[src/rtl/rs_generic.sv]
// Generic reservation station: N_ENT entries that wait for operand tags on the CDB,
// dispatch the oldest ready entry to a functional unit, and free on their own tag's broadcast.
module rs_generic #(
   parameter int N_ENT    = 4,
   parameter int DATA_W   = 64,
   parameter int TAG_W    = 4,
   parameter int ROB_W    = 2,
   parameter int OPC_W    = 6,
   parameter int BASE_TAG = 1
) (
   input  logic              clk,
   input  logic              rst,
   input  logic              flush,
   input  logic              issue_valid,
   output logic              issue_ready,
   output logic [TAG_W-1:0]  issue_rs_tag,
   input  logic [OPC_W-1:0]  issue_opcode,
   input  logic [TAG_W-1:0]  issue_tag1,
   input  logic [TAG_W-1:0]  issue_tag2,
   input  logic [DATA_W-1:0] issue_op1,
   input  logic [DATA_W-1:0] issue_op2,
   input  logic [DATA_W-1:0] issue_incr_pc,
   input  logic [DATA_W-1:0] issue_offset,
   input  logic [ROB_W-1:0]  issue_rob,
   input  logic              cdb_valid,
   input  logic [TAG_W-1:0]  cdb_tag,
   input  logic [DATA_W-1:0] cdb_data,
   output logic              disp_valid,
   input  logic              disp_ready,
   output logic [OPC_W-1:0]  disp_opcode,
   output logic [DATA_W-1:0] disp_a,
   output logic [DATA_W-1:0] disp_b,
   output logic [DATA_W-1:0] disp_incr_pc,
   output logic [DATA_W-1:0] disp_offset,
   output logic [ROB_W-1:0]  disp_rob,
   output logic [TAG_W-1:0]  disp_tag,
   output logic [$clog2(N_ENT+1)-1:0] count
);

   localparam int CNT_W = $clog2(N_ENT+1);
   localparam int IDX_W = (N_ENT > 1) ? $clog2(N_ENT) : 1;

   if (N_ENT < 2 || N_ENT > 8 || BASE_TAG < 1 || (BASE_TAG + N_ENT - 1) >= (1 << TAG_W)) begin : g_badParam
      $error("rs_generic: illegal N_ENT/BASE_TAG/TAG_W combination");
   end

   typedef enum logic [1:0] {ST_FREE, ST_WAIT, ST_READY, ST_EXEC} entState_t;

   entState_t          r_state  [N_ENT];
   logic [OPC_W-1:0]   r_opcode [N_ENT];
   logic [TAG_W-1:0]   r_tag1   [N_ENT];
   logic [TAG_W-1:0]   r_tag2   [N_ENT];
   logic [DATA_W-1:0]  r_op1    [N_ENT];
   logic [DATA_W-1:0]  r_op2    [N_ENT];
   logic [DATA_W-1:0]  r_incrPc [N_ENT];
   logic [DATA_W-1:0]  r_offset [N_ENT];
   logic [ROB_W-1:0]   r_rob    [N_ENT];
   // r_older[i][j] is set when entry i was issued before entry j
   logic [N_ENT-1:0]   r_older  [N_ENT];
   logic               r_holdValid;
   logic [IDX_W-1:0]   r_holdIdx;

   logic               w_freeFound;
   logic [IDX_W-1:0]   w_freeIdx;
   logic [CNT_W-1:0]   w_count;
   logic [N_ENT-1:0]   w_ready;
   logic [N_ENT-1:0]   w_isOldest;
   logic               w_readyFound;
   logic [IDX_W-1:0]   w_oldestIdx;
   logic [IDX_W-1:0]   w_selIdx;
   logic               w_issueFire;
   logic               w_dispFire;
   logic               w_hit1;
   logic               w_hit2;

   always_comb begin
      w_freeFound  = 1'b0;
      w_freeIdx    = '0;
      w_count      = '0;
      w_ready      = '0;
      w_isOldest   = '0;
      w_readyFound = 1'b0;
      w_oldestIdx  = '0;
      for (int i = N_ENT - 1; i >= 0; i--) begin
         if (r_state[i] == ST_FREE) begin
            w_freeFound = 1'b1;
            w_freeIdx   = IDX_W'(i);
         end
      end
      for (int i = 0; i < N_ENT; i++) begin
         if (r_state[i] != ST_FREE) w_count = w_count + CNT_W'(1);
         w_ready[i] = (r_state[i] == ST_READY);
      end
      for (int i = 0; i < N_ENT; i++) begin
         w_isOldest[i] = w_ready[i];
         for (int j = 0; j < N_ENT; j++) begin
            if (j != i && w_ready[j] && !r_older[i][j]) w_isOldest[i] = 1'b0;
         end
      end
      for (int i = N_ENT - 1; i >= 0; i--) begin
         if (w_isOldest[i]) begin
            w_readyFound = 1'b1;
            w_oldestIdx  = IDX_W'(i);
         end
      end
   end

   // A stalled offer stays pinned to its entry until the FU takes it
   assign w_selIdx    = r_holdValid ? r_holdIdx : w_oldestIdx;
   assign disp_valid  = r_holdValid | w_readyFound;
   assign w_dispFire  = disp_valid & disp_ready;
   assign w_issueFire = issue_valid & w_freeFound;
   assign w_hit1      = cdb_valid && (cdb_tag != '0) && (issue_tag1 == cdb_tag);
   assign w_hit2      = cdb_valid && (cdb_tag != '0) && (issue_tag2 == cdb_tag);

   assign issue_ready  = w_freeFound;
   assign issue_rs_tag = w_freeFound ? TAG_W'(BASE_TAG + int'(w_freeIdx)) : '0;
   assign count        = w_count;

   always_comb begin
      disp_opcode  = '0;
      disp_a       = '0;
      disp_b       = '0;
      disp_incr_pc = '0;
      disp_offset  = '0;
      disp_rob     = '0;
      disp_tag     = '0;
      if (disp_valid) begin
         disp_opcode  = r_opcode[w_selIdx];
         disp_a       = r_op1[w_selIdx];
         disp_b       = r_op2[w_selIdx];
         disp_incr_pc = r_incrPc[w_selIdx];
         disp_offset  = r_offset[w_selIdx];
         disp_rob     = r_rob[w_selIdx];
         disp_tag     = TAG_W'(BASE_TAG + int'(w_selIdx));
      end
   end

   always_ff @(posedge clk) begin
      if (rst) begin
         for (int i = 0; i < N_ENT; i++) begin
            r_state[i]  <= ST_FREE;
            r_opcode[i] <= '0;
            r_tag1[i]   <= '0;
            r_tag2[i]   <= '0;
            r_op1[i]    <= '0;
            r_op2[i]    <= '0;
            r_incrPc[i] <= '0;
            r_offset[i] <= '0;
            r_rob[i]    <= '0;
            r_older[i]  <= '0;
         end
         r_holdValid <= 1'b0;
         r_holdIdx   <= '0;
      end else if (flush) begin
         for (int i = 0; i < N_ENT; i++) r_state[i] <= ST_FREE;
         r_holdValid <= 1'b0;
      end else begin
         for (int i = 0; i < N_ENT; i++) begin
            case (r_state[i])
               ST_FREE: begin
                  if (w_issueFire && w_freeIdx == IDX_W'(i)) begin
                     r_opcode[i] <= issue_opcode;
                     r_tag1[i]   <= w_hit1 ? '0 : issue_tag1;
                     r_tag2[i]   <= w_hit2 ? '0 : issue_tag2;
                     r_op1[i]    <= w_hit1 ? cdb_data : issue_op1;
                     r_op2[i]    <= w_hit2 ? cdb_data : issue_op2;
                     r_incrPc[i] <= issue_incr_pc;
                     r_offset[i] <= issue_offset;
                     r_rob[i]    <= issue_rob;
                     r_state[i]  <= ((w_hit1 || issue_tag1 == '0) && (w_hit2 || issue_tag2 == '0))
                                    ? ST_READY : ST_WAIT;
                  end
               end
               ST_WAIT: begin
                  if (cdb_valid && cdb_tag != '0 && r_tag1[i] == cdb_tag) begin
                     r_tag1[i] <= '0;
                     r_op1[i]  <= cdb_data;
                  end
                  if (cdb_valid && cdb_tag != '0 && r_tag2[i] == cdb_tag) begin
                     r_tag2[i] <= '0;
                     r_op2[i]  <= cdb_data;
                  end
                  if (r_tag1[i] == '0 && r_tag2[i] == '0) r_state[i] <= ST_READY;
               end
               ST_READY: begin
                  if (w_dispFire && w_selIdx == IDX_W'(i)) r_state[i] <= ST_EXEC;
               end
               ST_EXEC: begin
                  if (cdb_valid && cdb_tag == TAG_W'(BASE_TAG + i)) r_state[i] <= ST_FREE;
               end
               default: r_state[i] <= ST_FREE;
            endcase
         end
         if (w_issueFire) begin
            for (int j = 0; j < N_ENT; j++) r_older[j][w_freeIdx] <= 1'b1;
            r_older[w_freeIdx] <= '0;
         end
         r_holdValid <= disp_valid & ~disp_ready;
         r_holdIdx   <= w_selIdx;
      end
   end

endmodule
[config.mk]
export PLATFORM = sky130hd
export DESIGN_NAME = rs_generic
export DESIGN_NICKNAME = d
export VERILOG_FILES = /design/src/rtl/rs_generic.sv
export SDC_FILE = /design/constraint.sdc
export NUM_CORES = 2
export LEC_CHECK = 0
export ABC_AREA = 1
export ABC_CLOCK_PERIOD_IN_PS = 6900
export BUFFER_PORTS_ARGS = -buffer_cell sky130_fd_sc_hd__buf_2
export CAP_MARGIN = 15
export CORE_MARGIN = 1.5
export CORE_UTILIZATION = 53
export DETAILED_ROUTE_END_ITERATION = 8
export PLACE_DENSITY = 0.81
export SYNTH_ARGS = -nofsm -noshare
export SYNTH_HDL_FRONTEND = slang
export SYNTH_SLANG_ARGS = --single-unit
export TNS_END_PERCENT = 10
[constraint.sdc]
create_clock -name clk -period 6.9 [get_ports clk]
set_clock_uncertainty 0.2 [all_clocks]
set_input_delay 1.38 -clock clk [delete_from_list [all_inputs] [get_ports clk]]
set_output_delay 1.38 -clock clk [all_outputs]
set_load 0.01 [all_outputs]
======== Word level (Yosys, flattened, before mapping) ========
Memory sizes are Yosys's and may differ from the RTL's.
Cells that the tools add are included.
operators by class
  $add $sub $neg .......................... 5
  order comparisons ....................... 2
  equal/unequal tests ..................... 32
  multiplexer cells ....................... 262
  bitwise logic cells ..................... 89
  reductions and logical operators ........ 77
operator list
  kind                 count
  $mux 64              30
  $mux 1               167
  $or 1x1->1           85
  $mux 4               19
  $mux 2               35
  $logic_and 1x1->1    41
  $eq 4x4->1           10
  $logic_not 4->1      10
  $mux 6               5
  $eq 2x2->1 const B   12
  $mux 3               5
  $eq 2x1->1 const B   6
  $logic_not 1->1      12
  $logic_not 2->1      6
  $add 3x1->3 const B  3
  $eq 4x2->1 const B   2
  $reduce_bool 2->1    4
  $add 1x2->3 const A  2
  $eq 4x1->1 const B   1
  $eq 4x3->1 const B   1
  $reduce_bool 4->1    1
  $and 1x1->1          3
  $lt 2x3->1 const B   1
  $demux 1 s2          1
  other kinds (4)      5
storage, ports and cells
  flip-flop bits (word level) ............. 3
  RAM bits ................................ 1112
  bits of input ports ..................... 346
  logic and storage cells ................. 479
  memories ................................ 10
memories
  memory           depth  bits a word  read ports  clocked after memory_dff  write ports  RTL line  text
  r_incrPc         4      64           1           0                         4            55        logic [DATA_W-1:0] r_incrPc [N_ENT];
  r_offset         4      64           1           0                         4            56        logic [DATA_W-1:0] r_offset [N_ENT];
  r_op1            4      64           1           0                         4            53        logic [DATA_W-1:0] r_op1 [N_ENT];
  r_op2            4      64           1           0                         4            54        logic [DATA_W-1:0] r_op2 [N_ENT];
  r_opcode         4      6            1           0                         4            50        logic [OPC_W-1:0] r_opcode [N_ENT];
  r_older          4      4            4           0                         5            59        logic [N_ENT-1:0] r_older [N_ENT];
  4 more memories  n/a    n/a          n/a         n/a                       n/a          n/a

======== Longest topological paths before layout ========
An unclocked memory read counts as a cell.
  word-level depth ........................ 20
  gate-level depth with buffers ........... 20
  depth with buffers taken out ............ 18

======== Worst setup path before layout ========
OpenSTA, ideal clock, no wires.
  path type ............................... in2reg
  start point ............................. input issue_valid
  end point ............................... memory r_op1[3][0], enable pin
  setup time .............................. 0.428 ns
  arrival ................................. 6.435 ns
  setup slack ............................. -0.163 ns
  stages .................................. 6
  buffers on the path ..................... 0
  path through ............................ inv_1 nor2_1 nand3_1 nand2_1 inv_1 nand2_1
RTL lines
  what                RTL line  text
  start: declaration  14        input logic issue_valid,
  end: declaration    53

==> flow_summary.ini <==
[synthesis]
post_synth_inst_count = 5258
top_flip_flop_cell_by_instance_count_after_synthesis = edfxtp_1
yosysWarningCount = 0
synth-seq-cells = 1111
syn-cell-area_um2 = 52400
syn_area_per_cell_um2 = 9.96
postSynth.asyncResetShare_pct = 0
synth_seq_area_share_pct = 63.4
synth_edf_count = 1096
yosysUniqueCellTypes = 37

[clocking]
cts_post_setup_buffers_inserted = 0
clk_pin_slew_worst_paths_ns = 0.06
cts_buffer_depth = 3
clock_tree.root_cell = clkbuf_16
clkSinkCount = 1111
cts.htree.levels = 3
numCtsBuffers = 113
insertion_delay_ns = 0.72
post_cts_resize_count = 0
cts_tree = done
cts.hold.buffers_added = 0

[grt]
grt_max_degree = 248
first_global_vias = 42000
grt_pass1_wl_um = 239000
antenna_found_initial = 24
grt.total_usage_pct = 30.4
gr-total-overflow = 0

[layout]
layout.filler_cells = 7745
area_growth_syn_to_layout_pct = 14.1
fin_nets = 5991
share_of_final_layout_standard_cells_stronger_than_drive_strength_1_pct = 15.3
mostFrequentLayoutCell = nor2_1
area_of_combinational_cells_with_multiple_inputs_um2 = 15500
area.sequential_um2 = 33200
mostFrequentLayoutCells = nor2_1 (1219), edfxtp_1 (1096), o21ai_0 (620), buf_2 (620), o22ai_1 (513)

[setup_path]
cp-end-kind = primary output
cpMaxStageDelayCell = buf_4
crit_fanout = 247
worst_path_largest_cell_delay_ns = 0.57
path_class = reg2out
startpoint_type = flip-flop
critical_path.cell_chain = nand2_1 > inv_1 > nand2_1 > nor2_1 > a21oi_1 > nand2_8 > inv_16 > buf_4 > o21ai_0 > a21oi_1 > buf_2
cp_num_buf_inv = 4
worst_path_dominant_cell_family = buffers and inverters
critical_path_arrival_ns = 4.53
required_ns = 5.32

[power]
p_leak_nw = 25.0
ir_worst_vdd_v = 0.000219
powerDensity_nw_per_um2 = 273

[place]
gpl.final_weighted_congestion = 0.914
pre_cts_slack_ns = 1.71
detailed_placement_wirelength_estimate_um = 88900
port_buffer_count = 620

[run_status]
outcome = finished, final reports clean

[route]
drt-initial-drc-count = 6342
iteration_count_of_the_initial_detailed_routing_pass = 6
wirelength_um = 159000
post_drt_via_cell_ratio = 6.14
route.antenna.remaining_nets = 0
vias = 43200
post-route-drc-count = 0
detail_route.wl_per_cell_um = 22.6

[die]
dieArea_um2 = 101000
fp-row-count = 115
initial_utilization_pct = 53.4
y_dimension_of_the_die_um = 317
io_pins = 623
die_x_um = 317
coreArea_um2 = 98100

[timing]
timing.final.hold_violations = 0
timing.final.crit_share_pct = 88.6
hold_ws_ns = 0.272
finalSetupTns_ns = 0
unrepaired_setup_endpoints_after_global_routing = no
clock.fmax_mhz = 164
fin_crit_ns = 6.11
worst_pin_slew_ns = 1.24
final-max-slew-violation-count = 0
slew_headroom_pct = 17.0
post-route-worst-setup-slack_ns = 0.786
setup_viol_count_final = 0

[hold_path]
min-delay-path-class = reg2reg

[job]
maxCapViolCount = 0
==> Yosys cell counts (all sizes together) (3+ instances only) <==
cell	instances	area share, %
nor2	1224	8.8
edfxtp	1096	63
o21ai	861	8.2
o22ai	514	6.2
inv	453	3.2
a21oi	341	3.3
buf	240	2.3
clkbuf	178	1.3
nand2	142	1.0
clkinv	68	0.49
xor2	35	0.59
nand3	27	0.26
dfxtp	15	0.57
nor4	15	0.18
ha	11	0.26
nand4	10	0.12
xnor2	7	0.12
nor3	6	0.057
o41ai	3	0.050
==> area by class of cell <==
| type | instances | share of cell area [%] |
|---|---|---|
| Inverter | 521 | 3.36 |
| Multi-Input combinational cell | 3209 | 25.9 |
| Antenna cell | 15 | 0.0628 |
| Clock buffer | 140 | 4.98 |
| Tap cell | 1287 | 2.69 |
| Timing Repair Buffer | 678 | 6.21 |
| Clock inverter | 71 | 1.20 |
| Sequential cell | 1111 | 55.6 |
==> worst min-delay path, delay by kind of cell, from the launching register on <==
family	cells	cell delay, ns
AO/OA/AOI/OAI	1	0.05
flip-flops	1	0.34
AND/OR/NAND/NOR	1	0.05
==> per-layer routing <==
metal / GRT usage, % / vias up / part of all wire (%)
met1: 38.8 / 20400 / 36
li1: - / 19300 / -
met5: 0 / - / 0.065
met4: 14.2 / 16 / 4.2
met3: 6.08 / 456 / 12
met2: 50.1 / 3090 / 48
==> path summary, 6_finish.rpt <==
path,slack (ns),cells past startpoint,from,end
worst max-delay path,0.79,11,r_state[0][1]$_DFFE_PP_,disp_incr_pc[38]
worst min-delay path,0.27,2,r_holdIdx[0]$_SDFFE_PP0N_,r_holdIdx[0]$_SDFFE_PP0N_
worst max register to register,2.48,9,r_state[3][1]$_SDFFCE_PP0P_,r_op2[1][59]$_SDFFCE_PN0P_
worst min register to register,0.27,2,r_holdIdx[0]$_SDFFE_PP0N_,r_holdIdx[0]$_SDFFE_PP0N_
==> where the power goes <==
group          internal, mW  switching (mW)  total, mW
clock network          3.48            2.70       6.19
registers              7.74          0.0892       7.83
logic                 0.650            1.68       2.33
==> flip-flops by register name, indices dropped and copies added, names as in the netlist <==
| register | count |
|---|---|
| r_older | 12 |
| r_holdIdx | 2 |
| r_state | 8 |
| r_rob | 8 |
| r_offset | 256 |
| r_op1 | 256 |
| r_incrPc | 256 |
| r_tag1 | 16 |
| r_op2 | 256 |
| r_tag2 | 16 |
| r_opcode | 24 |
| r_holdValid | 1 |
==> stage by stage <==
step | utilization [%] | std cells | power (mW) | instance area [um^2]
6_report | 60.9 | 7032 | 16.3 | 59800
5_1_grt | 60.9 | 7025 | 16.8 | 59800
2_1_floorplan | - | 5259 | 9.35 | 52400
3_3_place_gp | 57.1 | 6806 | 10.2 | 56000
3_5_place_dp | 57.1 | 6806 | 10.2 | 56000
4_1_cts | 60.9 | 7017 | 16.3 | 59700
==> logic make-up after synthesis <==
family                   count (synthesis)  share of synthesized area, %
AO/OA/AOI/OAI                         1726                          17.8
XOR/XNOR                                42                         0.702
adder cells (fa/ha/maj)                 11                         0.263
buffers and inverters                  939                          7.35
flip-flops                            1111                          63.4
other                                    1                       0.00716
AND/OR/NAND/NOR                       1428                          10.5
(Power assumes the default switching activity.)
